$ cat config.mk
export PLATFORM = sky130hd
export DESIGN_NAME = shift_add_mult_ctrl
export DESIGN_NICKNAME = d
export VERILOG_FILES = /design/src/rtl/shift_add_mult_pkg.sv /design/src/rtl/shift_add_mult_ctrl_rca.sv /design/src/rtl/shift_add_mult_ctrl.sv
export SDC_FILE = /design/constraint.sdc
export NUM_CORES = 1
export LEC_CHECK = 0
export ABC_AREA = 0
export ABC_CLOCK_PERIOD_IN_PS = 38500
export BUFFER_PORTS_ARGS = -buffer_cell sky130_fd_sc_hd__buf_2
export CAP_MARGIN = 15
export CORE_MARGIN = 4
export CORE_UTILIZATION = 41
export CTS_CLUSTER_DIAMETER = 120
export DETAILED_ROUTE_END_ITERATION = 6
export PLACE_DENSITY = 0.6
export SLEW_MARGIN = 20
export SYNTH_ARGS = -nofsm -noshare
export SYNTH_HDL_FRONTEND = slang
export SYNTH_SLANG_ARGS = --single-unit
$ cat constraint.sdc
create_clock -name clk -period 38.5 [get_ports clk]
set_input_delay 1.925 -clock clk [delete_from_list [all_inputs] [get_ports clk]]
set_output_delay 1.925 -clock clk [all_outputs]
set_load 0.01 [all_outputs]
$ cat src/rtl/shift_add_mult_pkg.sv
// Shared definitions for the add-shift multiplier controller: FSM state
// encoding, the width of the shared adder and a width helper for counters.
package shift_add_mult_pkg;

   typedef enum logic [1:0] {
      IDLE = 2'd0,
      CALC = 2'd1,
      DONE = 2'd2
   } state_t;

   // Width of the single ripple-carry adder the controller time-shares.
   localparam int ADDER_W = 64;

   // Ceiling log2, usable in constant expressions for counter sizing.
   function automatic int clog2(input int value);
      int r;
      int v;
      r = 0;
      v = value - 1;
      while (v > 0) begin
         r++;
         v = v >> 1;
      end
      return r;
   endfunction

endpackage

$ cat src/rtl/shift_add_mult_ctrl_rca.sv
// Plain ripple-carry adder. The multiplier controller owns one instance and
// reuses it once per iteration.
module shift_add_mult_ctrl_rca
   import shift_add_mult_pkg::*;
#(
   parameter int W = ADDER_W
) (
   input  logic [W-1:0] a,
   input  logic [W-1:0] b,
   input  logic         cin,
   output logic [W-1:0] sum,
   output logic         cout
);

   logic carry;

   // Walk the carry from bit 0 upward, one full adder per bit.
   always_comb begin
      // NOTE: combinational logic uses blocking '=' so the carry written on
      // one loop pass is visible to the next pass within the same evaluation.
      sum   = '0;
      carry = cin;
      for (int i = 0; i < W; i++) begin
         sum[i] = a[i] ^ b[i] ^ carry;
         carry  = (a[i] & b[i]) | (carry & (a[i] ^ b[i]));
      end
      cout = carry;
   end

endmodule

$ cat src/rtl/shift_add_mult_ctrl.sv
// Sequential unsigned add-shift multiplier. One operand pair is accepted in
// IDLE, the shared adder accumulates one partial product per cycle in CALC,
// and the product is offered in DONE until the consumer takes it.
module shift_add_mult_ctrl
   import shift_add_mult_pkg::*;
#(
   parameter int WIDTH      = 32,
   parameter bit EARLY_EXIT = 1'b0
) (
   input  logic               clk,
   input  logic               rst_n,
   input  logic               in_valid,
   output logic               in_ready,
   input  logic [WIDTH-1:0]   in_a,
   input  logic [WIDTH-1:0]   in_b,
   output logic               out_valid,
   input  logic               out_ready,
   output logic [2*WIDTH-1:0] out_product,
   output logic               busy
);

   localparam int PW = 2 * WIDTH;
   localparam int CW = clog2(WIDTH) + 1;

   // The product register and the multiplicand shifter must match the one
   // shared adder exactly; any other operand width is rejected here.
   if (PW != ADDER_W) begin : g_bad_width
      $error("shift_add_mult_ctrl: 2*WIDTH must equal ADDER_W");
   end

   state_t            state;
   logic [PW-1:0]     acc;
   logic [PW-1:0]     mcand;
   logic [WIDTH-1:0]  mplier;
   logic [CW-1:0]     count;

   logic [ADDER_W-1:0] sum;
   logic               unused_cout;

   // The adder always sees acc + mcand; whether the sum is kept is decided at
   // the acc register input. The carry-out cannot be set because the full
   // product fits in PW bits.
   shift_add_mult_ctrl_rca #(
      .W (ADDER_W)
   ) u_rca (
      .a    (acc),
      .b    (mcand),
      .cin  (1'b0),
      .sum  (sum),
      .cout (unused_cout)
   );

   assign out_product = acc;

   // Controller FSM with its datapath registers and registered handshakes.
   always_ff @(posedge clk) begin
      // NOTE: every register here uses non-blocking '<=' so all of them
      // update together from the values present before the edge.
      if (!rst_n) begin
         // NOTE: the datapath registers are reset too, not just the state,
         // so out_product never shows X after reset.
         state     <= IDLE;
         acc       <= '0;
         mcand     <= '0;
         mplier    <= '0;
         count     <= '0;
         in_ready  <= 1'b1;
         out_valid <= 1'b0;
         busy      <= 1'b0;
      end else begin
         unique case (state)
            IDLE: begin
               if (in_valid) begin
                  mcand    <= PW'(in_a);
                  mplier   <= in_b;
                  acc      <= '0;
                  count    <= '0;
                  state    <= CALC;
                  in_ready <= 1'b0;
                  busy     <= 1'b1;
               end
            end

            CALC: begin
               if (EARLY_EXIT && (mplier == '0)) begin
                  // No set multiplier bits remain, so acc is already final.
                  state     <= DONE;
                  busy      <= 1'b0;
                  out_valid <= 1'b1;
               end else begin
                  if (mplier[0]) begin
                     acc <= sum;
                  end
                  mcand  <= mcand << 1;
                  mplier <= mplier >> 1;
                  count  <= count + CW'(1);
                  if (count == CW'(WIDTH - 1)) begin
                     state     <= DONE;
                     busy      <= 1'b0;
                     out_valid <= 1'b1;
                  end
               end
            end

            DONE: begin
               // A new operand is only taken on the edge after this one.
               if (out_ready) begin
                  state     <= IDLE;
                  out_valid <= 1'b0;
                  in_ready  <= 1'b1;
               end
            end

            default: begin
               state     <= IDLE;
               in_ready  <= 1'b1;
               out_valid <= 1'b0;
               busy      <= 1'b0;
            end
         endcase
      end
   end

endmodule

==> run_results.csv, run 1 <==
group,metric,value,unit
drt,wire_per_inst,14.7,um
logic_synthesis,ys_warn_count,0,
clock_network,cts_hold_buf,0,
global_routing,grt_max_degree,100,
placed_design,portBuffers,134,
sta,period_share,64.3,%
sta,skew,13.8,ps
global_routing,grt_pass1_vias,6350,
drt,route.vias.total,6439,
global_routing,grt-ovfl-total,0,
sta,drv_slew,0,
pwr,ir_worst_vdd,0.0288,mV
run,maxCapViolations,0,
sta,tightest_slew,1060,ps
drt,antenna_left,0,
cells_and_area,insertedDiodeCount,0,
worst_setup_path,cp_slowest_cell,"fa_1",
drt,dr.pass1.iters,4,
clock_network,cts_root_buf,"clkbuf_16",
logic_synthesis,synth_flop_cell,"dfxtp_1",
sta,fin_tns_setup,0,ps
worst_hold_path,hold_class,"flip-flop to flip-flop",
placed_design,hpwlAfterDp,12200,um
clock_network,cts_num_sinks,171,
logic_synthesis,synthesis.nets,1045,
floorplan,num_rows,51,
worst_setup_path,crit_required,38770,ps
pwr,finalPower,0.395,mW
cells_and_area,num-nets-final,1138,
logic_synthesis,synth.cell_area,8210,um2
floorplan,die_w,150,um
worst_setup_path,slowest_delay,420,ps
drt,drc,0,
global_routing,grt_first_pass_wirelength,31800,um
logic_synthesis,synth_cell_type_count,40,
cells_and_area,postLayoutCoreUtil,48.5,%
sta,fin_crit,24740,ps
floorplan,die_area,22400,um2
sta,setup_viol,0,
placed_design,gp_congestion,0.731,
outcome,outcome,"complete, no violations",
logic_synthesis,async_flop_share,0,%
clock_network,cts_tree,"built",
worst_setup_path,cp-end-kind,"flip-flop",
worst_setup_path,worstPathArrival,25010,ps
clock_network,cts_buffer_depth,2,
cells_and_area,drive_above_1_share,17.8,%
cells_and_area,area_growth_syn_to_layout,15.8,%
clock_network,clock_latency,420,ps
drt,drt_iter0_markers,293,
logic_synthesis,syn_avg_cell_area,8.99,um2
logic_synthesis,syn_inst,913,
global_routing,antenna_found_initial,0,
clock_network,cts_buffers,17,
worst_setup_path,path_common_cell,"fa_1",
clock_network,htree_levels,4,
worst_setup_path,critPathKind,"flip-flop to flip-flop",
pwr,cellPowerDensity,41.6,nW/um2
pwr,power_leakage,3.31,nW
floorplan,die_h,150,um
sta,slew_headroom,29.6,%
floorplan,ios,135,
sta,hold_violations,0,
drt,vias_per_cell,5.02,
sta,rsz0062_at_grt,"false",
clock_network,cts_resized,0,
drt,wirelength,18800,um
worst_setup_path,start_kind,"flip-flop",
floorplan,coreArea,19600,um2
logic_synthesis,synth-edff-count,0,
worst_setup_path,crit_path_max_fanout,3,
floorplan,start_util,41.9,%
clock_network,post_cts.repair.setup_buffers,0,
logic_synthesis,synth-seq-cells,171,
logic_synthesis,ys_seq_area_share,41.7,%
clock_network,clkTransAtPathRegs,70,ps
sta,fmax,40.4,MHz
global_routing,grt_use_total,17.3,%
## sequential cells by signal, summed over array words and instances, names as in the netlist
signal       flops
busy             1
out_product     64
state            2
in_ready         1
mcand           64
mplier          32
out_valid        1
count            6
## routing by layer
metal  routed length (um)  part of all wire (%)  track usage [%]
met1                 8910                    47             23.8
met2                 8760                    47             27.8
met3                 1000                   5.3             3.76
met4                  153                  0.81             4.53
met5                    0                     0                0
## Yosys cell counts, types with 2 or more instances
cell type | count | area [um2]
o21a_1 | 14 | 105
buf_4 | 6 | 45.0
or3_1 | 2 | 12.5
nor2_1 | 85 | 319
nand3_1 | 50 | 250
ha_1 | 2 | 25.0
buf_6 | 7 | 78.8
o221ai_1 | 62 | 543
buf_1 | 3 | 11.3
nand2b_1 | 46 | 288
nor2b_1 | 3 | 18.8
a21oi_1 | 113 | 566
o21bai_1 | 2 | 15.0
nand4_1 | 2 | 12.5
clkbuf_1 | 23 | 86.3
nor3_1 | 17 | 85.1
dfxtp_1 | 171 | 3420
o21ai_0 | 4 | 20.0
a22oi_1 | 9 | 67.6
o211a_1 | 2 | 20.0
fa_1 | 62 | 1240
inv_1 | 121 | 454
buf_2 | 31 | 155
nand3b_1 | 2 | 15.0
nand2_1 | 59 | 221
## cells in the final DEF (no fill, tap or decap), types with 2 or more instances in the layout
master	synthesis	layout
a21oi_1	113	113
a22oi_1	9	9
buf_2	31	134
buf_4	6	10
bufinv_16	0	2
clkbuf_1	23	2
clkbuf_16	0	17
clkbuf_8	0	2
clkinv_4	0	2
clkinvlp_4	0	4
dfxtp_1	171	171
fa_1	62	62
ha_1	2	2
inv_1	121	121
nand2_1	59	59
nand2b_1	46	45
nand3_1	50	50
nand3b_1	2	2
nand4_1	2	2
nor2_1	85	85
nor2b_1	3	2
nor3_1	17	17
o211a_1	2	2
o21a_1	14	14
o21ai_0	4	4
o221ai_1	62	62
or3_1	2	2
## worst paths after layout
check	to	depth (start not counted)	slack (ps)	startpoint
worst max-delay path	out_product[62]$_SDFFE_PN0P_	69	13760	mcand[0]$_SDFFE_PN0P_
worst min register to register	mcand[42]$_SDFFE_PN0P_	2	460	mcand[41]$_SDFFE_PN0P_
worst max register to register	out_product[62]$_SDFFE_PN0P_	69	13760	mcand[0]$_SDFFE_PN0P_
worst min-delay path	mcand[42]$_SDFFE_PN0P_	2	460	mcand[41]$_SDFFE_PN0P_
## critical path, delay by kind of cell (launching register included)
kind                     cells  cell delay [ps]
AO/OA/AOI/OAI                1               60
adder cells (fa/ha/maj)     63            23770
buffers and inverters        4              250
flip-flops                   1              360
AND/OR/NAND/NOR              1               70
## logic make-up after synthesis
| kind of cell | synth area share, % |
|---|---|
| simple gates | 15.5 |
| compound gates | 17.0 |
| buf+inv | 10.2 |
| flops | 41.7 |
| fa+ha+maj | 15.4 |
| xor+xnor | 0.107 |
| mux | 0.122 |
## per-stage QoR
stage / cells / setup WS, ps / hold WS, ps / cell area (um2)
floorplan: 913 / 14680 / 432 / 8210
global route: 1282 / 12790 / 483 / 9510
global placement: 1252 / 13950 / 449 / 8930
CTS: 1282 / 13750 / 462 / 9510
detailed placement: 1252 / 13850 / 459 / 8930
finish: 1282 / 13760 / 463 / 9510
## final cells by class
cell class | instances | area, um2
inverter | 122 | 458
clock inverter | 9 | 116
multi-input combinational | 550 | 3970
clock buffer | 21 | 460
sequential | 171 | 3420
fill | 1952 | 10100
timing repair buffer | 144 | 746
tap | 265 | 332
## where the power goes
part | switching, mW | internal [mW] | leakage, nW
Clock | 0.0702 | 0.0988 | 0.268
Combinational | 0.0241 | 0.0131 | 1.65
Sequential | 0.00441 | 0.185 | 1.40
Note: power is estimated with default switching activity, not from simulation.
==> run 2: changes to the inputs <==
--- a/config.mk
+++ b/config.mk
@@ -6,14 +6,14 @@
 export NUM_CORES = 1
 export LEC_CHECK = 0
 export ABC_AREA = 0
-export ABC_CLOCK_PERIOD_IN_PS = 38500
+export ABC_CLOCK_PERIOD_IN_PS = 22200
 export BUFFER_PORTS_ARGS = -buffer_cell sky130_fd_sc_hd__buf_2
 export CAP_MARGIN = 15
 export CORE_MARGIN = 4
 export CORE_UTILIZATION = 41
 export CTS_CLUSTER_DIAMETER = 120
 export DETAILED_ROUTE_END_ITERATION = 6
-export PLACE_DENSITY = 0.6
+export PLACE_DENSITY = 0.62
 export SLEW_MARGIN = 20
 export SYNTH_ARGS = -nofsm -noshare
 export SYNTH_HDL_FRONTEND = slang
==> constraint.sdc (replaced) <==
create_clock -name clk -period 22.2 [get_ports clk]
set_input_delay 1.11 -clock clk [delete_from_list [all_inputs] [get_ports clk]]
set_output_delay 1.11 -clock clk [all_outputs]
set_load 0.01 [all_outputs]
==> run_results.csv, run 2 (synthesized netlist as in run 1, its figures left out) <==
group,metric,value,unit
worst_setup_path,start_kind,"flip-flop",
worst_setup_path,r2r_slack,100,ps
sta,setup_slack,99.9,ps
placed_design,postPlaceCellArea,9070,um2
placed_design,gp_congestion,0.709,
floorplan,start_util,41.9,%
sta,rsz0062_at_grt,"true",
floorplan,die_h,150,um
worst_setup_path,critPathKind,"flip-flop to flip-flop",
pwr,ir_worst_vdd,0.0548,mV
worst_setup_path,crit_required,22470,ps
cells_and_area,regArea,3430,um2
worst_setup_path,cp-end-kind,"flip-flop",
global_routing,grt_max_degree,86,
drt,wire_per_inst,14.8,um
cells_and_area,drive_above_1_share,24.9,%
clock_network,clkTransAtPathRegs,70,ps
worst_hold_path,hold_class,"flip-flop to flip-flop",
sta,whs,458,ps
worst_setup_path,critical_path.startpoint,"out_product[0]$_SDFFE_PN0P_",
cells_and_area,fill_cells,1894,
drt,drt_iter0_markers,255,
sta,period_share,99.6,%
global_routing,grt_pass1_vias,6351,
placed_design,dpl_worst_slack,-645,ps
drt,drc,0,
placed_design,placed_cells,1257,
sta,fin_tns_setup,0,ps
floorplan,ios,135,
floorplan,die_area,22400,um2
cells_and_area,final_cell_mix,"dfxtp_1, buf_2, inv_1",
cells_and_area,num-nets-final,1143,
placed_design,hpwlAfterDp,12200,um
global_routing,grt_first_pass_wirelength,31800,um
worst_setup_path,cp_slowest_cell,"fa_2",
global_routing,grt-ovfl-total,0,
drt,dr.pass1.iters,4,
worst_setup_path,path_common_cell,"fa_2",
sta,slew_headroom,37.3,%
global_routing,antenna_found_initial,1,
pwr,power_leakage,3.38,nW
sta,fmax,45.2,MHz
drt,vias_per_cell,5.03,
run,maxCapViolations,0,
clock_network,cts_buffers,17,
cells_and_area,stdcell_count,1288,
drt,antenna_left,0,
floorplan,coreArea,19600,um2
cells_and_area,insertedDiodeCount,0,
clock_network,cts_tree,"built",
worst_setup_path,worstPathArrival,22370,ps
sta,fin_crit,22100,ps
cells_and_area,postLayoutCellArea,9700,um2
sta,hold_violations,0,
pwr,finalPower,0.682,mW
clock_network,cts_root_buf,"clkbuf_16",
sta,setup_viol,0,
cells_and_area,multi_input_area,4150,um2
floorplan,num_rows,51,
sta,skew,10.1,ps
worst_setup_path,r2r_start,"out_product[0]$_SDFFE_PN0P_",
worst_setup_path,slowest_delay,430,ps
cells_and_area,mostFrequentLayoutCell,"dfxtp_1",
placed_design,portBuffers,134,
cells_and_area,postLayoutCoreUtil,49.5,%
drt,wirelength,19100,um
floorplan,die_w,150,um
worst_hold_path,hold_depth,2,
worst_setup_path,endpoint,"out_product[62]$_SDFFE_PN0P_",
worst_setup_path,crit_path_max_fanout,2,
drt,route.vias.total,6475,
worst_setup_path,rr_worst_depth,69,
clock_network,post_cts.repair.setup_buffers,0,
global_routing,grt_use_total,17.5,%
clock_network,cts_num_sinks,171,
worst_setup_path,r2r-end,"out_product[62]$_SDFFE_PN0P_",
clock_network,cts_buffer_depth,2,
cells_and_area,area_growth_syn_to_layout,18.1,%
sta,drv_slew,0,
sta,tightest_slew,940,ps
clock_network,htree_levels,4,
outcome,outcome,"complete, no violations",
clock_network,clock_latency,420,ps
pwr,cellPowerDensity,70.3,nW/um2
==> run 2: worst max-delay path, delay by kind of cell, from the launching register on <==
family	cells	cell delay (ps)
AOI/OAI and AO/OA	1	60
adders and majority gates	63	21310
buffers and inverters	4	190
DFF	1	350
and+or+nand+nor	1	70
==> run 2: area by class of cell <==
| class | count | share of cell area [%] |
|---|---|---|
| multi-input cells | 550 | 42.7 |
| flip-flops and latches | 171 | 35.3 |
| repair buffers | 149 | 8.07 |
| inverters | 122 | 4.72 |
| clock buffers | 20 | 4.50 |
| well taps | 265 | 3.42 |
| clock inverters | 11 | 1.24 |
==> run 2: worst min path at each step <==
stage | end | slack (ps) | start
5_1_grt | mcand[51]$_SDFFE_PN0P_ | 480 | mcand[50]$_SDFFE_PN0P_
6_report | mcand[32]$_SDFFE_PN0P_ | 460 | mcand[31]$_SDFFE_PN0P_
4_1_cts | mcand[32]$_SDFFE_PN0P_ | 460 | mcand[31]$_SDFFE_PN0P_
2_1_floorplan | mcand[32]$_SDFFE_PN0P_ | 430 | mcand[31]$_SDFFE_PN0P_
3_5_place_dp | mcand[32]$_SDFFE_PN0P_ | 450 | mcand[31]$_SDFFE_PN0P_
3_3_place_gp | mcand[32]$_SDFFE_PN0P_ | 450 | mcand[31]$_SDFFE_PN0P_
==> run 2: what timing repair did <==
item	4_1_cts	5_1_grt
endpoints found under the setup margin	5	4
resized for setup	15	14
hold buffers	0	0
pin swaps	0	1
==> run 2: where the power goes <==
part           internal [mW]  switching [mW]
combinational         0.0237          0.0430
sequential             0.320         0.00777
clock                  0.165           0.122
==> run 2: layer usage <==
metal,track usage (%),vias to the layer above,part of all wire (%)
met2,27.7,123,45
met3,3.94,16,5.0
li1,-,3218,-
met1,24.3,3116,49
met4,4.81,2,1.1
met5,0,-,0.094
==> run 3: changes to the inputs <==
--- a/config.mk
+++ b/config.mk
@@ -13,7 +13,7 @@
 export CORE_UTILIZATION = 41
 export CTS_CLUSTER_DIAMETER = 120
 export DETAILED_ROUTE_END_ITERATION = 6
-export PLACE_DENSITY = 0.62
+export PLACE_DENSITY = 0.71
 export SLEW_MARGIN = 20
 export SYNTH_ARGS = -nofsm -noshare
 export SYNTH_HDL_FRONTEND = slang
==> run_results.csv, run 3 (synthesized netlist as in run 1, its figures left out) <==
group,metric,value,unit
clock_network,cts_tree,"built",
cells_and_area,num-nets-final,1143,
worst_setup_path,crit_path_max_fanout,2,
clock_network,clkTransAtPathRegs,60,ps
worst_setup_path,worstPathArrival,22510,ps
floorplan,die_area,22400,um2
cells_and_area,postLayoutCellArea,9690,um2
floorplan,coreArea,19600,um2
sta,drv_slew,0,
global_routing,antenna_found_initial,1,
drt,vias_per_cell,5.01,
cells_and_area,mostFrequentLayoutCell,"dfxtp_1",
placed_design,gp_congestion,0.746,
drt,drt_iter0_markers,327,
clock_network,cts_num_sinks,171,
worst_setup_path,r2r_slack,-60,ps
cells_and_area,area_growth_syn_to_layout,18.0,%
placed_design,postPlaceCellArea,9060,um2
pwr,p_switching,0.166,mW
clock_network,post_cts.repair.setup_buffers,0,
clock_network,htree_levels,4,
worst_setup_path,crit_required,22450,ps
pwr,power_leakage,3.39,nW
sta,setup_slack,-60.8,ps
placed_design,portBuffers,134,
pwr,combPwrFrac,9.8,%
clock_network,clock_latency,420,ps
worst_setup_path,cp-end-kind,"flip-flop",
sta,hold_violations,0,
sta,fin_crit,22260,ps
sta,fin_tns_setup,-101,ps
worst_setup_path,cp_top_family,"adder cells",
placed_design,dpl_worst_slack,-790,ps
floorplan,num_rows,51,
clock_network,cts_buffer_depth,2,
sta,skew,9.10,ps
global_routing,grt_max_degree,90,
drt,wire_per_inst,14.6,um
clock_network,cts_root_buf,"clkbuf_16",
cells_and_area,stdcell_count,1287,
cells_and_area,final_cell_mix,"dfxtp_1, buf_2, inv_1",
outcome,outcome,"finished with violations",
drt,drc,0,
worst_setup_path,critPathKind,"flip-flop to flip-flop",
sta,period_share,100,%
sta,slew_headroom,34.1,%
worst_setup_path,cp_slowest_cell,"fa_2",
global_routing,grt_use_total,17.2,%
pwr,switching_share,24.6,%
pwr,p_int,0.509,mW
clock_network,cts_buffers,17,
global_routing,grt_pass1_vias,6435,
pwr,ir_worst_vdd,0.0581,mV
drt,dr.pass1.iters,4,
pwr,cellPowerDensity,69.7,nW/um2
placed_design,hpwlAfterDp,12300,um
run,maxCapViolations,0,
cells_and_area,drive_above_1_share,24.7,%
worst_hold_path,hold_class,"flip-flop to flip-flop",
sta,tightest_slew,989,ps
floorplan,ios,135,
drt,route.vias.total,6454,
worst_setup_path,start_kind,"flip-flop",
sta,setup_viol,2,
placed_design,placed_cells,1256,
drt,antenna_left,0,
pwr,seq_power_share,48.6,%
pwr,clkPwrFrac,41.7,%
floorplan,die_w,150,um
floorplan,start_util,41.9,%
sta,rsz0062_at_grt,"true",
sta,fmax,44.9,MHz
floorplan,die_h,150,um
worst_setup_path,slowest_delay,430,ps
drt,wirelength,18800,um
cells_and_area,insertedDiodeCount,0,
worst_setup_path,cp_num_buf_inv,4,
global_routing,grt-ovfl-total,0,
global_routing,grt_first_pass_wirelength,31400,um
worst_setup_path,path_common_cell,"fa_2",
outcome,violations,"negative setup slack",
run 3: cell count changes in the layout (fill, tap and decap cells not counted), sizes merged:
cell / previous run / this run
clkbuf: 20 / 24
inv: 124 / 122
bufinv: 2 / 1
clkinv: 4 / 3
clkinvlp: 3 / 2
run 3: metal layers:
| layer | share of wire [%] | up-vias | global-route usage, % |
|---|---|---|---|
| met1 | 45 | 3082 | 23.3 |
| met2 | 47 | 141 | 27.3 |
| met5 | 0.069 | - | 0 |
| met4 | 1.7 | 2 | 5.81 |
| met3 | 5.8 | 24 | 4.18 |
| li1 | - | 3205 | - |
run 3: area by class of cell:
type / count / area, um2
inverters: 122 / 458
fillers: 1870 / 9900
well taps: 265 / 332
repair buffers: 149 / 791
clock buffers: 24 / 492
multi-input cells: 550 / 4130
flip-flops and latches: 171 / 3420
clock inverters: 6 / 63.8
run 3: repair_timing:
action                                  4_1_cts  5_1_grt
gates cloned                                  0        0
resized for setup                            19        7
endpoints found under the hold margin         0        0
endpoints found under the setup margin        5        4
hold buffers                                  0        0
run 3: power groups by stage:
stage          Sequential, mW  Combinational, mW  Clock, mW
2_1_floorplan           0.333             0.0485          0
3_5_place_dp            0.335             0.0659          0
3_3_place_gp            0.334             0.0649          0
5_1_grt                 0.329             0.0752      0.302
4_1_cts                 0.328             0.0668      0.290
6_report                0.328             0.0659      0.281
run 3: worst reg2reg max path: cells and delay by family, from the launching register on:
family | cells | cell delay [ps]
adder cells (fa/ha/maj) | 63 | 21430
flip-flops | 1 | 330
buffers and inverters | 4 | 210
AO/OA/AOI/OAI | 1 | 70
AND/OR/NAND/NOR | 1 | 60
run 3: path summary, 6_finish.rpt:
check / startpoint / to / cells after the start
worst max-delay path: mcand[0]$_SDFFE_PN0P_ / out_product[62]$_SDFFE_PN0P_ / 69
worst min-delay path: mcand[36]$_SDFFE_PN0P_ / mcand[37]$_SDFFE_PN0P_ / 2
worst max register to register: mcand[0]$_SDFFE_PN0P_ / out_product[62]$_SDFFE_PN0P_ / 69
worst min register to register: mcand[36]$_SDFFE_PN0P_ / mcand[37]$_SDFFE_PN0P_ / 2
run 3: metrics by stage:
stage	utilization (%)	hold WS [ps]	power (mW)
final	49.5	465	0.675
after global placement	46.3	448	0.399
after global routing	49.5	486	0.706
after detailed placement	46.3	457	0.400
after floorplan	-	432	0.382
after CTS	49.3	464	0.684
